===== src/rtl/iface_item_producer_pkg.sv =====
// Shared types for the myiface producer/consumer slice.
// item_t is the width of one displayed item; prod_state_e is the producer FSM encoding.
package myiface_pkg;

    typedef logic [2:0] item_t;

    localparam item_t ITEM_IDLE_DEFAULT = 3'b000;

    typedef enum logic {
        PS_IDLE,
        PS_SHOW
    } prod_state_e;

endpackage


===== src/rtl/iface_item_producer_if.sv =====
// myiface: one item bus written by a producer stage and read by the consumer chain.
interface myiface;
    import myiface_pkg::*;

    item_t item;

    modport producer (output item);
    modport consumer (input item);

endinterface


===== src/rtl/iface_item_producer_fifo.sv =====
// item_fifo: small power-of-two FIFO of items with a combinational head (pop_data).
// Occupancy is kept one bit wider than the pointers so full and empty differ.
module item_fifo
    import myiface_pkg::*;
#(
    parameter int DEPTH = 4
) (
    input  logic                   clk,
    input  logic                   rst,
    input  logic                   push,
    input  item_t                  push_data,
    input  logic                   pop,
    output item_t                  pop_data,
    output logic                   full,
    output logic                   empty,
    output logic [$clog2(DEPTH):0] count
);

    localparam int AW = $clog2(DEPTH);

    item_t          mem [DEPTH];
    logic [AW-1:0]  wptr;
    logic [AW-1:0]  rptr;
    logic           do_push;
    logic           do_pop;

    assign full     = (count == (AW+1)'(DEPTH));
    assign empty    = (count == '0);
    assign do_push  = push && !full;
    assign do_pop   = pop && !empty;
    assign pop_data = mem[rptr];

    // Pointers wrap naturally because DEPTH is a power of two.
    always_ff @(posedge clk) begin
        if (rst) begin
            wptr  <= '0;
            rptr  <= '0;
            count <= '0;
        end else begin
            if (do_push) begin
                wptr <= wptr + 1'b1;
            end
            if (do_pop) begin
                rptr <= rptr + 1'b1;
            end
            case ({do_push, do_pop})
                2'b10:   count <= count + 1'b1;
                2'b01:   count <= count - 1'b1;
                default: count <= count;
            endcase
        end
    end

    // Storage needs no reset; a push and a pop never target the same slot.
    always_ff @(posedge clk) begin
        if (do_push) begin
            mem[wptr] <= push_data;
        end
    end

endmodule


===== src/rtl/iface_item_producer.sv =====
// iface_item_producer: buffers upstream items and shows each on iface.item for HOLD cycles,
// back to back while the FIFO has data, IDLE_ITEM otherwise.
module iface_item_producer
    import myiface_pkg::*;
#(
    parameter int    DEPTH     = 4,
    parameter int    HOLD      = 2,
    parameter item_t IDLE_ITEM = ITEM_IDLE_DEFAULT
) (
    input  logic                   clk,
    input  logic                   rst,
    input  logic                   in_valid,
    input  item_t                  in_item,
    output logic                   in_ready,
    myiface.producer               iface,
    output logic                   busy,
    output logic [$clog2(DEPTH):0] count
);

    localparam int            HW          = (HOLD > 1) ? $clog2(HOLD) : 1;
    localparam logic [HW-1:0] HOLD_RELOAD = HW'(HOLD - 1);

    prod_state_e    state;
    logic [HW-1:0]  hold_cnt;
    item_t          item_q;
    item_t          head;
    logic           full;
    logic           empty;
    logic           push;
    logic           pop;

    assign in_ready   = !full;
    assign push       = in_valid && in_ready;
    assign iface.item = item_q;

    // Pop whenever a new item is about to be latched into the display register.
    always_comb begin
        pop = 1'b0;
        if (!empty) begin
            case (state)
                PS_IDLE: pop = 1'b1;
                PS_SHOW: pop = (hold_cnt == '0);
                default: pop = 1'b0;
            endcase
        end
    end

    item_fifo #(
        .DEPTH(DEPTH)
    ) u_fifo (
        .clk      (clk),
        .rst      (rst),
        .push     (push),
        .push_data(in_item),
        .pop      (pop),
        .pop_data (head),
        .full     (full),
        .empty    (empty),
        .count    (count)
    );

    // busy is registered alongside item_q so both change on the same edge.
    always_ff @(posedge clk) begin
        if (rst) begin
            state    <= PS_IDLE;
            hold_cnt <= '0;
            item_q   <= IDLE_ITEM;
            busy     <= 1'b0;
        end else begin
            case (state)
                PS_IDLE: begin
                    if (!empty) begin
                        item_q   <= head;
                        hold_cnt <= HOLD_RELOAD;
                        state    <= PS_SHOW;
                        busy     <= 1'b1;
                    end
                end
                PS_SHOW: begin
                    if (hold_cnt != '0) begin
                        hold_cnt <= hold_cnt - 1'b1;
                    end else if (!empty) begin
                        item_q   <= head;
                        hold_cnt <= HOLD_RELOAD;
                    end else begin
                        item_q <= IDLE_ITEM;
                        state  <= PS_IDLE;
                        busy   <= 1'b0;
                    end
                end
                default: begin
                    item_q <= IDLE_ITEM;
                    state  <= PS_IDLE;
                    busy   <= 1'b0;
                end
            endcase
        end
    end

endmodule


===== src/flat_wrapper.sv =====
// flat-port wrapper written by rule: the top's interface ports become plain ports
module iface_item_producer_flat import myiface_pkg::*;
#(
    parameter int    DEPTH     = 4,
    parameter int    HOLD      = 2,
    parameter item_t IDLE_ITEM = ITEM_IDLE_DEFAULT
)
  (clk, rst, in_valid, in_item, in_ready, busy, count, iface_item);
  myiface iface_i ();
  input  logic clk;
  input  logic rst;
  input  logic in_valid;
  input  item_t in_item;
  output logic in_ready;
  output logic busy;
  output logic [$clog2(DEPTH):0] count;
  output wire logic [$bits(iface_i.item)-1:0] iface_item;
  assign iface_item = iface_i.item;
  iface_item_producer #(.DEPTH(DEPTH), .HOLD(HOLD), .IDLE_ITEM(IDLE_ITEM)) u_core (.clk(clk), .rst(rst), .in_valid(in_valid), .in_item(in_item), .in_ready(in_ready), .iface(iface_i), .busy(busy), .count(count));
endmodule

===== config.mk =====
export PLATFORM = sky130hd
export DESIGN_NAME = iface_item_producer_flat
export DESIGN_NICKNAME = d
export VERILOG_FILES = /design/src/rtl/iface_item_producer_pkg.sv /design/src/rtl/iface_item_producer_if.sv /design/src/rtl/iface_item_producer_fifo.sv /design/src/rtl/iface_item_producer.sv /design/src/flat_wrapper.sv
export SDC_FILE = /design/constraint.sdc
export NUM_CORES = 1
export LEC_CHECK = 0
export BUFFER_PORTS_ARGS = -buffer_cell sky130_fd_sc_hd__buf_2
export CORE_ASPECT_RATIO = 1.25
export CORE_MARGIN = 1
export CORE_UTILIZATION = 55
export DETAILED_ROUTE_END_ITERATION = 10
export PLACE_DENSITY = 0.84
export SETUP_SLACK_MARGIN = 0.02
export SYNTH_ARGS = -nofsm -noshare
export SYNTH_HDL_FRONTEND = slang
export SYNTH_SLANG_ARGS = --single-unit

===== constraint.sdc =====
create_clock -name clk -period 2.6 [get_ports clk]
set_clock_uncertainty 0.2 [all_clocks]
set_input_delay 0.13 -clock clk [delete_from_list [all_inputs] [get_ports clk]]
set_output_delay 0.13 -clock clk [all_outputs]
set_load 0.1 [all_outputs]

==> implementation parameters <==
Parameter                              Value

Run status
  Result of the run    finished, final reports clean

Clocking
  Number of buffers created by CTS    3
  Clock Pin Slew Worst Setup and Hold Paths    140 ps
  Root Driver    sky130_fd_sc_hd__clkbuf_4
  Clock tree from TritonCTS    yes
  Hold buffer count at CTS    6
  Post-CTS Setup Bufs    0
  Quantity of gates resized following cts    0
  Number of levels the H-tree was split into    1
  Number of buffers between clock root and the deepest sink    2
  Clock Latency Late Sink    310 ps
  Clk sinks    27

Layout
  Layout Area Growth over Synthesis    16.0%
  Count of inserted antenna diode cells    0
  Fill cell instance count of the final layout    146
  Fraction of final layout cells with drive strength greater than 1    25.4%
  Leading cell types in the layout, fill and taps excluded    13 x sky130_fd_sc_hd__buf_2, 12 x sky130_fd_sc_hd__dfxtp_1, 12 x sky130_fd_sc_hd__edfxtp_1
  Most common cell after layout, fill and taps aside    sky130_fd_sc_hd__buf_2
  Post-layout util    67.4%
  NumNets Final    127
  Multi-input gate area in the final layout    448 sq um
  Register area    669 sq um

STA
  Peak clock frequency supported by timing    0.421 GHz
  Final number of setup-violating endpoints    0
  Worst path setup slack after routing    226 ps
  Minimum clock period    2370 ps
  Transition time at the pin with the least slew margin    484 ps
  Final slew viol count    0
  Final hold violation count    0
  Slew headroom    67.5%
  Final total negative setup slack    0 ps
  Unrepaired setup endpoints after global routing    false
  Final cycle utilization of the critical path    91.3%

Yosys
  Warning count from the yosys run    0
  Unique masters post-synth    27
  Number of nets produced by synthesis    107
  Cell count after synthesis    95
  Avg Synthesized Cell Area    12.0 sq um
  Mapped Area    1140 sq um
  FF+latch count, synth    27
  Portion of the post-synthesis area used by sequential elements    58.0%

Worst setup path
  Endpoint arrival time on the critical path    2430 ps
  Setup Crit Path Kind    register to register
  Data required time of the critical path    2650 ps
  Delay of the slowest cell on the worst path    370 ps
  Cell with the largest stage delay on the worst path    sky130_fd_sc_hd__dfxtp_1
  Biggest fanout along the worst timing path    7
  Kind of capture point of the worst setup path    register
  CP Cell Sequence    and2_0, nor2_1, ha_4, inv_1, fa_2, xor2_1, or3_1, a21oi_1
  Startpoint type of the worst setup path    register

Power
  Power per Cell Area    1180 nW/um^2
  Leakage dissipation    0.515 nW
  Final total power    1.56 mW
  Maximum vdd drop    725 uV

Global route
  Antenna violations before repair    0
  Largest net degree at the start of global routing    16
  Overflow after GRT    0
  Via count of the first global-routing pass    807
  GRT Resource Usage Total    18.9%
  Global-route wire length before repair    3.13 mm

Routing
  Vias    744
  Number of violations reported at the end of detailed-routing iteration 0    21
  Routed Antenna Nets    0
  Wire length after detailed routing    1.81 mm
  Number of remaining DRC errors    0
  Pre-Repair DR Iteration Count    4
  Vias per cell    5.55
  Detailed-route wire length per cell    13.5 um

Floorplanning
  Area of the die    2260 sq um
  Area of the core region    1960 sq um
  Die boundary height    52.9 um
  Row count    18
  Die X    42.7 um
  Initial standard-cell utilization of the core    58.1%
  IO Count    14

Place
  Port bufs    13
  Final weighted congestion in routability-driven placement    0.755
  Dpl ws    278 ps
  HPWL after detailed placement    1.35 mm

Hold path
  Type of the tightest min-delay check    register to register

Flow run
  Max-Cap Viols    0
-- where the power goes --
part           internal [mW]  total (mW)  switching [mW]
clock network         0.0575       0.174           0.116
logic                  0.221       0.753           0.532
registers              0.554       0.636          0.0824
-- area by class of cell --
type                    instances  area share, %
repair buffers                 19           9.47
clock inverters                 1          0.379
flip-flops and latches         27           50.7
multi-input cells              57           33.9
well taps                      20           1.89
inverters                       7           1.99
clock buffers                   3           1.70
-- per-stage QoR --
step | cells | hold slack [ps] | instance area, sq um
CTS | 134 | 288 | 1320
finish | 134 | 282 | 1320
global placement | 124 | 146 | 1230
detailed placement | 124 | 160 | 1230
global route | 134 | 312 | 1320
floorplan | 95 | -0.934 | 1180
-- sequential cells by signal, summed over array words and instances (netlist names), named ones only --
| name | count |
|---|---|
| u_core.u_fifo.count | 3 |
| u_core.hold_cnt | 1 |
| u_core.u_fifo.wptr | 2 |
| u_core.iface.item | 3 |
| u_core.u_fifo.rptr | 2 |
| u_core.u_fifo.mem | 12 |
| u_core.busy | 1 |
| u_core.state | 1 |
-- cells by family after synthesis --
kind of cell	after synthesis	synth area share [%]
flops	27	58.0
buf+inv	11	4.39
xor+xnor	2	1.54
mux	3	5.93
compound gates	21	11.4
fa+ha+maj	6	7.25
simple gates	25	11.4
-- critical path: cells and delay by family (launching register included) --
kind	cells	cell delay, ps
AND/OR/NAND/NOR	3	880
adder cells (fa/ha/maj)	2	520
flip-flops	1	370
XOR/XNOR	1	150
AO/OA/AOI/OAI	1	140
buffers and inverters	1	50
-- Yosys cell counts --
master,n,area (sq um)
sky130_fd_sc_hd__dfxtp_1,15,300
sky130_fd_sc_hd__edfxtp_1,12,360
sky130_fd_sc_hd__a21oi_1,10,50.1
sky130_fd_sc_hd__inv_1,7,26.3
sky130_fd_sc_hd__nor2_1,6,22.5
sky130_fd_sc_hd__ha_1,5,62.6
sky130_fd_sc_hd__nand3_1,5,25.0
sky130_fd_sc_hd__o21ai_0,5,25.0
sky130_fd_sc_hd__and3_1,4,25.0
sky130_fd_sc_hd__mux4_2,3,67.6
sky130_fd_sc_hd__or3_1,3,18.8
sky130_fd_sc_hd__a21o_1,2,15.0
sky130_fd_sc_hd__nand2_1,2,7.51
sky130_fd_sc_hd__nor3_1,2,10.0
sky130_fd_sc_hd__xor2_1,2,17.5
sky130_fd_sc_hd__a211oi_1,1,7.51
sky130_fd_sc_hd__a21oi_2,1,8.76
sky130_fd_sc_hd__a311oi_2,1,15.0
sky130_fd_sc_hd__a31o_1,1,8.76
sky130_fd_sc_hd__and2_0,1,6.26
sky130_fd_sc_hd__buf_1,1,3.75
sky130_fd_sc_hd__buf_2,1,5.00
sky130_fd_sc_hd__buf_6,1,11.3
sky130_fd_sc_hd__clkbuf_1,1,3.75
sky130_fd_sc_hd__fa_1,1,20.0
sky130_fd_sc_hd__nor4_1,1,6.26
sky130_fd_sc_hd__or3b_1,1,8.76
-- layer usage --
| layer | global-route usage [%] | share of wire (%) | up-vias |
|---|---|---|---|
| met2 | 33.8 | 54 | 14 |
| li1 | - | - | 383 |
| met5 | 0 | 0 | - |
| met4 | 13.0 | 2.0 | 0 |
| met1 | 19.6 | 42 | 343 |
| met3 | 3.75 | 2.4 | 4 |
-- final timing paths --
path / start / endpoint / slack (ps) / cells past startpoint
max: u_core.state / u_core.u_fifo.count[2] / 230 / 8
min: u_core.iface.item[2] / u_core.iface.item[2] / 280 / 2
max reg2reg: u_core.state / u_core.u_fifo.count[2] / 230 / 8
min reg2reg: u_core.iface.item[2] / u_core.iface.item[2] / 280 / 2
(Power assumes the default switching activity.)
